File: src/rtl/axi_lsu_master.sv
`default_nettype none
// +----------------------------------------------------------------------------+
// | axi_lsu_master : single-outstanding CPU load/store to AXI4 master bridge   |
// | Revision 1.0 - initial release                                             |
// +----------------------------------------------------------------------------+
module axi_lsu_master #(
  parameter logic [3:0] AXI_ID = 4'h0
) (
  input  logic        clk,
  input  logic        reset_n,
  // CPU request side
  input  logic        req_valid,
  output logic        req_ready,
  input  logic        req_wen,
  input  logic [31:0] req_addr,
  input  logic [2:0]  req_size,
  input  logic [31:0] req_wdata,
  input  logic [3:0]  req_wstrb,
  // CPU completion side
  output logic        resp_valid,
  input  logic        resp_ready,
  output logic [31:0] resp_rdata,
  output logic        resp_err,
  // AXI4 write address
  output logic        io_master_awvalid,
  input  logic        io_master_awready,
  output logic [31:0] io_master_awaddr,
  output logic [3:0]  io_master_awid,
  output logic [7:0]  io_master_awlen,
  output logic [2:0]  io_master_awsize,
  output logic [1:0]  io_master_awburst,
  // AXI4 write data
  output logic        io_master_wvalid,
  input  logic        io_master_wready,
  output logic [31:0] io_master_wdata,
  output logic [3:0]  io_master_wstrb,
  output logic        io_master_wlast,
  // AXI4 write response
  input  logic        io_master_bvalid,
  output logic        io_master_bready,
  input  logic [1:0]  io_master_bresp,
  input  logic [3:0]  io_master_bid,
  // AXI4 read address
  output logic        io_master_arvalid,
  input  logic        io_master_arready,
  output logic [31:0] io_master_araddr,
  output logic [3:0]  io_master_arid,
  output logic [7:0]  io_master_arlen,
  output logic [2:0]  io_master_arsize,
  output logic [1:0]  io_master_arburst,
  // AXI4 read data
  input  logic        io_master_rvalid,
  output logic        io_master_rready,
  input  logic [1:0]  io_master_rresp,
  input  logic [31:0] io_master_rdata,
  input  logic        io_master_rlast,
  input  logic [3:0]  io_master_rid
);

  localparam logic [7:0] c_LEN_SINGLE = 8'd0;
  localparam logic [1:0] c_BURST_INCR = 2'b01;

  typedef enum logic [2:0] {
    S_IDLE    = 3'd0,
    S_RD_ADDR = 3'd1,
    S_RD_DATA = 3'd2,
    S_WR_REQ  = 3'd3,
    S_WR_RESP = 3'd4,
    S_DONE    = 3'd5
  } state_t;

  state_t      r_state;
  logic [31:0] r_addr;
  logic [2:0]  r_size;
  logic [31:0] r_wdata;
  logic [3:0]  r_wstrb;

  logic        r_req_ready;
  logic        r_awvalid;
  logic        r_wvalid;
  logic        r_arvalid;
  logic        r_bready;
  logic        r_rready;
  logic        r_aw_done;
  logic        r_w_done;
  logic        r_resp_valid;
  logic        r_resp_err;
  logic [31:0] r_resp_rdata;

  logic        w_rd_err;
  logic        w_wr_err;
  logic        w_unused_rlast;

  // Single-beat reads complete on the first data beat, so rlast carries no information.
  assign w_unused_rlast = io_master_rlast;

  assign w_rd_err = (io_master_rresp != 2'b00) || (io_master_rid != AXI_ID);
  assign w_wr_err = (io_master_bresp != 2'b00) || (io_master_bid != AXI_ID);

  always_ff @(posedge clk or negedge reset_n) begin
    if (!reset_n) begin
      r_state      <= S_IDLE;
      r_addr       <= 32'd0;
      r_size       <= 3'd0;
      r_wdata      <= 32'd0;
      r_wstrb      <= 4'd0;
      r_req_ready  <= 1'b0;
      r_awvalid    <= 1'b0;
      r_wvalid     <= 1'b0;
      r_arvalid    <= 1'b0;
      r_bready     <= 1'b0;
      r_rready     <= 1'b0;
      r_aw_done    <= 1'b0;
      r_w_done     <= 1'b0;
      r_resp_valid <= 1'b0;
      r_resp_err   <= 1'b0;
      r_resp_rdata <= 32'd0;
    end else begin
      case (r_state)
        S_IDLE: begin
          if (req_valid && r_req_ready) begin
            r_addr      <= req_addr;
            r_size      <= req_size;
            r_wdata     <= req_wdata;
            r_wstrb     <= req_wstrb;
            r_req_ready <= 1'b0;
            if (req_wen) begin
              r_state   <= S_WR_REQ;
              r_awvalid <= 1'b1;
              r_wvalid  <= 1'b1;
              r_aw_done <= 1'b0;
              r_w_done  <= 1'b0;
            end else begin
              r_state   <= S_RD_ADDR;
              r_arvalid <= 1'b1;
            end
          end else begin
            r_req_ready <= 1'b1;
          end
        end

        S_RD_ADDR: begin
          if (io_master_arready) begin
            r_arvalid <= 1'b0;
            r_rready  <= 1'b1;
            r_state   <= S_RD_DATA;
          end
        end

        S_RD_DATA: begin
          if (io_master_rvalid && r_rready) begin
            r_rready     <= 1'b0;
            r_resp_rdata <= io_master_rdata;
            r_resp_err   <= w_rd_err;
            r_resp_valid <= 1'b1;
            r_state      <= S_DONE;
          end
        end

        S_WR_REQ: begin
          if (r_awvalid && io_master_awready) begin
            r_awvalid <= 1'b0;
            r_aw_done <= 1'b1;
          end
          if (r_wvalid && io_master_wready) begin
            r_wvalid <= 1'b0;
            r_w_done <= 1'b1;
          end
          // Both channels are tracked by registered flags, so exit follows the later handshake.
          if (r_aw_done && r_w_done) begin
            r_bready <= 1'b1;
            r_state  <= S_WR_RESP;
          end
        end

        S_WR_RESP: begin
          if (io_master_bvalid && r_bready) begin
            r_bready     <= 1'b0;
            r_resp_rdata <= 32'd0;
            r_resp_err   <= w_wr_err;
            r_resp_valid <= 1'b1;
            r_state      <= S_DONE;
          end
        end

        S_DONE: begin
          if (resp_ready) begin
            r_resp_valid <= 1'b0;
            r_req_ready  <= 1'b1;
            r_state      <= S_IDLE;
          end
        end

        default: begin
          r_state <= S_IDLE;
        end
      endcase
    end
  end

  assign req_ready         = r_req_ready;
  assign resp_valid        = r_resp_valid;
  assign resp_rdata        = r_resp_rdata;
  assign resp_err          = r_resp_err;

  assign io_master_awvalid = r_awvalid;
  assign io_master_awaddr  = r_addr;
  assign io_master_awid    = AXI_ID;
  assign io_master_awlen   = c_LEN_SINGLE;
  assign io_master_awsize  = r_size;
  assign io_master_awburst = c_BURST_INCR;

  assign io_master_wvalid  = r_wvalid;
  assign io_master_wdata   = r_wdata;
  assign io_master_wstrb   = r_wstrb;
  assign io_master_wlast   = r_wvalid;

  assign io_master_bready  = r_bready;

  assign io_master_arvalid = r_arvalid;
  assign io_master_araddr  = r_addr;
  assign io_master_arid    = AXI_ID;
  assign io_master_arlen   = c_LEN_SINGLE;
  assign io_master_arsize  = r_size;
  assign io_master_arburst = c_BURST_INCR;

  assign io_master_rready  = r_rready;

endmodule
`default_nettype wire

File: config.mk
export PLATFORM = sky130hd
export DESIGN_NAME = axi_lsu_master
export DESIGN_NICKNAME = d
export VERILOG_FILES = /design/src/rtl/axi_lsu_master.sv
export SDC_FILE = /design/constraint.sdc
export NUM_CORES = 1
export LEC_CHECK = 0
export CAP_MARGIN = 40
export CORE_UTILIZATION = 30
export CTS_CLUSTER_DIAMETER = 50
export CTS_CLUSTER_SIZE = 12
export DETAILED_ROUTE_END_ITERATION = 6
export GPL_TIMING_DRIVEN = 0
export PLACE_DENSITY = 0.73
export SYNTH_ARGS = -nofsm -noshare
export SYNTH_HDL_FRONTEND = slang
export SYNTH_SLANG_ARGS = --single-unit
File: constraint.sdc
create_clock -name clk -period 2 [get_ports clk]
set_clock_uncertainty 0.15 [all_clocks]
set_input_delay 0.3 -clock clk [delete_from_list [all_inputs] [get_ports clk]]
set_output_delay 0.3 -clock clk [all_outputs]
set_load 0.05 [all_outputs]
==> impl_metrics.json, run 1 <==
{
  "synthMuxAreaShare_pct": 16.13,
  "worstPathMaxFanout": 4,
  "hold_class": "input port to async pin",
  "ctsHtreeMaxLevel": 4,
  "antenna_found_initial": 0,
  "cts_sinks": 116,
  "grt_usage_pct": 16.75,
  "postSynthAreaPerCell_um2": 13.59,
  "yosysSeqAreaShare_pct": 57.74,
  "drc": 0,
  "rr_worst_depth": 4,
  "die_h_um": 131.5,
  "syn2layout_area_growth_pct": 70.16,
  "wl_per_cell_um": 15.24,
  "grt_max_degree": 63,
  "min_period_ps": 1911,
  "synth_compound_gate_area_share_pct": 9.383,
  "diodes": 0,
  "fmax_ghz": 0.5233,
  "critical_path_class": "flip-flop to primary output",
  "synthCells": 370,
  "dr.pass1.iters": 4,
  "synthTopCellsByArea": "dfrtp_1, mux2_1, buf_4",
  "finalInstanceArea_um2": 8554,
  "crit_chain": "buf_4 > dlygate4sd2_1",
  "synth.cell_area_um2": 5027,
  "clkSlewWorstSetupHoldPaths_ps": 50,
  "gp_congestion": 0.8520,
  "die_x_um": 131.5,
  "synthAdderAreaFrac_pct": 0,
  "num_rows": 46,
  "fin_tns_setup_ps": 0,
  "synth_flop_cell": "dfrtp_1",
  "detail-route-antenna-nets": 0,
  "slew_viol_final": 0,
  "setup_slack_ps": 89.04,
  "synth-edff-count": 0,
  "grt_pass1_wl_um": 22500,
  "yosysTopAreaCellShare_pct": 57.74,
  "worst_pin_slew_ps": 556.3,
  "cts_tree": "built",
  "final_util_pct": 53.08,
  "cts_buffers": 17,
  "yosysMostFrequentCell": "dfrtp_1",
  "dp_hpwl_um": 10850,
  "period_share_pct": 95.55,
  "cts-root-buf": "clkbuf_16",
  "ioPinCount": 301,
  "die-area_um2": 17280,
  "cp-endpoint": "io_master_wvalid",
  "critPathCaptureType": "primary output",
  "cp-start-kind": "flip-flop",
  "clk_latency_ps": 410,
  "drive_gt1_share_pct": 16.95,
  "cp_slowest_cell": "dlygate4sd2_1",
  "finalSetupViolCount": 0,
  "reg2reg_from": "r_state[1]",
  "grt_overflow": 0,
  "nNetsFinal": 816,
  "io_buffers": 271,
  "hold_viol": 0,
  "vias": 4079,
  "place_ws_ps": -205.1,
  "async_reset_ff_share_pct": 100.0,
  "required_ps": 1550,
  "synth_top_area_cell": "dfrtp_1",
  "yosysWarnings": 0,
  "drv_cap": 0,
  "nFillCells": 1435,
  "routed_wl_um": 13990,
  "synth_top_family_by_area": "multiplexers",
  "cts_buffer_depth": 2,
  "regToRegEndpoint": "io_master_wdata[24]",
  "synth.distinct_cells": 37,
  "vias_per_cell": 4.443,
  "placed_area_um2": 8137,
  "worstSetupStartpoint": "io_master_wlast",
  "core-area_um2": 16120,
  "outcome": "completed",
  "synthXorXnorAreaFrac_pct": 0,
  "rsz0062_at_grt": "false",
  "ys_top_cells_by_count": "dfrtp_1, buf_4, mux2_1",
  "cp_slowest_stage_delay_ps": 530,
  "synth-simple-area-share_pct": 4.928,
  "grt_pass1_vias": 4240,
  "initial_core_util_pct": 31.20,
  "worst_ep_arrival_time_ps": 1460,
  "drt_iter0_drc": 105,
  "synth-seq-cells": 116,
  "maxSlewHeadroom_pct": 63.06,
  "r2r_slack_ps": 100
}
==> worst min-delay path by stage <==
stage                                     end  slack, ps                 from  cells past startpoint
after floorplan           io_master_araddr[0]       -150              reset_n                      0
after global routing                req_ready        290              reset_n                      2
after global placement    io_master_wdata[23]        320  io_master_wdata[23]                      1
after CTS                           req_ready        260              reset_n                      2
after detailed placement            req_ready        140              reset_n                      1
final                               req_ready        250              reset_n                      2
==> logic make-up after synthesis <==
logic type,after synthesis
AOI/OAI and AO/OA,61
and+or+nand+nor,36
DFF,116
muxes,72
other,2
buffers and inverters,83
==> timing repair <==
item | 4_1_cts | 5_1_grt
pin swaps | 1 | 1
gates resized for setup | 147 | 1
hold buffers | 1 | 0
setup buffers | 0 | 2
setup endpoints to repair | 148 | 28
endpoints found under the hold margin | 54 | 0
==> metrics by stage <==
stage,hold WS [ps],std cells
2_1_floorplan,-145.6,396
3_3_place_gp,317.0,883
3_5_place_dp,140.4,884
4_1_cts,265.0,916
5_1_grt,292.3,918
6_report,251.2,918
==> layout by cell type, fill, tap and decap left out, types with 2 or more instances in the layout <==
master / n
inv_1: 2
clkinv_2: 4
a21oi_1: 7
and4b_1: 3
nor4b_1: 2
nor2_1: 5
nand3b_1: 2
conb_1: 28
dfrtp_1: 116
dlygate4sd2_1: 147
clkbuf_1: 7
clkinvlp_4: 2
a2bb2oi_1: 3
o21ai_0: 10
buf_4: 73
nand3_1: 4
mux2_1: 68
nand2b_1: 2
clkdlybuf4s50_1: 123
a22o_1: 34
buf_2: 7
nor4_1: 2
mux2_2: 4
clkbuf_16: 17
bufinv_16: 3
nand4b_1: 2
nand2_1: 5
==> sequential cells by signal (all words and copies together), names as in the netlist, 3 cells and up <==
| register | count |
|---|---|
| resp_rdata | 32 |
| io_master_wdata | 32 |
| io_master_wstrb | 4 |
| io_master_arsize | 3 |
| r_state | 3 |
| io_master_araddr | 32 |
==> critical path: cells and delay by family (launching register included) <==
family	cells	cell delay, ps
buf+inv	2	660
flops	1	400
==> routing by layer <==
metal	track usage [%]	routed length (µm)	vias to the layer above
met5	0	0	-
met4	6.266	221	0
met3	5.826	1093	21
met2	30.19	7434	213
met1	17.89	5237	1965
li1	-	-	1880
==> area by class of cell <==
cell class / count / area (µm²) / area share (%)
sequential: 116 / 2903 / 33.93
clock buffer: 21 / 440.4 / 5.148
buffer: 81 / 579.3 / 6.772
clock inverter: 10 / 133.9 / 1.565
multi-input combinational: 197 / 1638 / 19.15
timing repair buffer: 275 / 2582 / 30.19
inverter: 2 / 7.507 / 0.08776
tap: 216 / 270.3 / 3.159
Power of run 1 is not shown: default switching activity piles up to over one toggle a cycle in this logic, so the estimate is an artifact.
==> run 2: changes to the inputs <==
--- a/config.mk
+++ b/config.mk
@@ -10,7 +10,6 @@
 export CTS_CLUSTER_DIAMETER = 50
 export CTS_CLUSTER_SIZE = 12
 export DETAILED_ROUTE_END_ITERATION = 6
-export GPL_TIMING_DRIVEN = 0
 export PLACE_DENSITY = 0.73
 export SYNTH_ARGS = -nofsm -noshare
 export SYNTH_HDL_FRONTEND = slang
==> run 2 against run 1 <==
Compared with the run above:
- worst hold slack better by 77 ps
- register-to-register slack gained 40 ps
- highest routed layer unchanged
- sequential cell count is the same
==> impl_metrics.json, run 2 (synthesis results as in run 1) <==
{
  "grt_pass1_vias": 3873,
  "dp_hpwl_um": 9671,
  "gp_congestion": 0.8361,
  "maxSlewHeadroom_pct": 59.74,
  "cp-start-kind": "flip-flop",
  "detail-route-antenna-nets": 0,
  "met3_length_um": 814,
  "critPathCaptureType": "flip-flop",
  "post-cts-setup-buffers": 0,
  "cp_slowest_stage_delay_ps": 380,
  "vias_per_cell": 4.429,
  "hold_viol": 0,
  "ioPinCount": 301,
  "highest_layer": "met4",
  "drive_gt1_share_pct": 13.64,
  "drv_cap": 0,
  "cp_slowest_cell": "dfrtp_1",
  "routed_wl_um": 12900,
  "hold_class": "flip-flop to flip-flop",
  "drc": 0,
  "wl_met1_um": 5084,
  "grt_pass1_wl_um": 20780,
  "diodes": 0,
  "layout_common_cells": "clkdlybuf4s50_1, dlygate4sd2_1, dfrtp_1, mux2_1, buf_4",
  "crit_chain": "or2_1 > nor2_8 > buf_12 > mux2_1",
  "path_buf_inv": 1,
  "crit_family": "simple AND/OR/NAND/NOR gates",
  "initial_core_util_pct": 31.20,
  "cts_buffer_depth": 2,
  "mostFrequentLayoutCell": "clkdlybuf4s50_1",
  "grt_overflow": 0,
  "nFillCells": 1475,
  "die-area_um2": 17280,
  "outcome": "completed",
  "rsz0062_at_grt": "false",
  "cts-root-buf": "clkbuf_16",
  "finalInstanceArea_um2": 8088,
  "cts_sinks": 116,
  "worst_pin_slew_ps": 603.9,
  "vias": 3782,
  "dr.pass1.iters": 4,
  "die_x_um": 131.5,
  "placed_area_um2": 7649,
  "period_share_pct": 93.05,
  "num_rows": 46,
  "final_util_pct": 50.19,
  "route.met2.wl_um": 6828,
  "cts_buffers": 17,
  "core-area_um2": 16120,
  "grt_usage_pct": 15.38,
  "slew_viol_final": 0,
  "syn2layout_area_growth_pct": 60.88,
  "finalSetupViolCount": 0,
  "clk_latency_ps": 420,
  "io_buffers": 271,
  "worstPathMaxFanout": 27,
  "antenna_found_initial": 0,
  "critical_path_class": "flip-flop to flip-flop",
  "grt_max_degree": 117,
  "fmax_ghz": 0.5373,
  "die_h_um": 131.5,
  "min_period_ps": 1861,
  "nNetsFinal": 751,
  "required_ps": 2130,
  "clkSlewWorstSetupHoldPaths_ps": 50,
  "wl_per_cell_um": 15.11,
  "drt_iter0_drc": 113,
  "cts_tree": "built",
  "worst_ep_arrival_time_ps": 1990,
  "ctsHtreeMaxLevel": 4
}
[run 2: cell count changes in the layout (fill, tap and decap cells not counted), moves of 2 or more]
| cell | before | now |
|---|---|---|
| buf_2 | 7 | 0 |
| buf_12 | 0 | 4 |
| clkinvlp_4 | 2 | 4 |
| buf_4 | 73 | 44 |
| clkbuf_1 | 7 | 2 |
| dlygate4sd2_1 | 147 | 119 |
[run 2: cell type report]
| cell class | instances | area (µm²) | area share [%] |
|---|---|---|---|
| Clock buffer | 20 | 446.7 | 5.523 |
| Tap cell | 216 | 270.3 | 3.342 |
| Inverter | 2 | 7.507 | 0.09282 |
| Clock inverter | 12 | 131.4 | 1.624 |
| Sequential cell | 116 | 2903 | 35.89 |
| Timing Repair Buffer | 291 | 2694 | 33.31 |
| Multi-Input combinational cell | 197 | 1635 | 20.22 |
[run 2: worst reg2reg max path: cells and delay by family, from the launching register on]
family	cells	cell delay (ps)
AND/OR/NAND/NOR	2	620
multiplexers	1	350
buffers and inverters	1	230
flip-flops	1	380
[run 2: path summary, 6_finish.rpt]
kind                               startpoint                    to  slack (ps)  depth (start not counted)
max in group asynchronous             reset_n   io_master_wdata[21]         870                          3
min in group asynchronous             reset_n      io_master_rready         350                          3
max                                r_state[0]  io_master_araddr[20]         140                          4
max reg2reg                        r_state[0]  io_master_araddr[20]         140                          4
min                        io_master_wdata[5]    io_master_wdata[5]         330                          1
min reg2reg                io_master_wdata[5]    io_master_wdata[5]         330                          1
[run 2: repair_timing]
item | in CTS | in global routing
setup endpoints to repair | 119 | 0
hold buffers | 1 | 0
gates resized for setup | 119 | 0
hold endpoints to repair | 116 | 0
[run 2: stage by stage]
| stage | setup TNS [ps] | setup WS, ps | cells | hold WS, ps |
|---|---|---|---|---|
| 4_1_cts | 0 | 123.5 | 854 | 313.3 |
| 3_5_place_dp | -2700 | -78.07 | 821 | 289.0 |
| 6_report | 0 | 138.9 | 854 | 328.1 |
| 2_1_floorplan | 0 | 144.3 | 396 | -145.6 |
| 5_1_grt | 0 | 73.82 | 854 | 330.2 |
| 3_3_place_gp | -821.3 | -32.51 | 821 | 273.8 |
[run 2: per-layer routing]
layer / vias up / global-route usage [%]
met5: - / 0
met4: 0 / 6.202
met3: 14 / 4.630
met2: 194 / 26.57
met1: 1821 / 17.68
li1: 1753 / -
Power of run 2 is left out for the same reason.
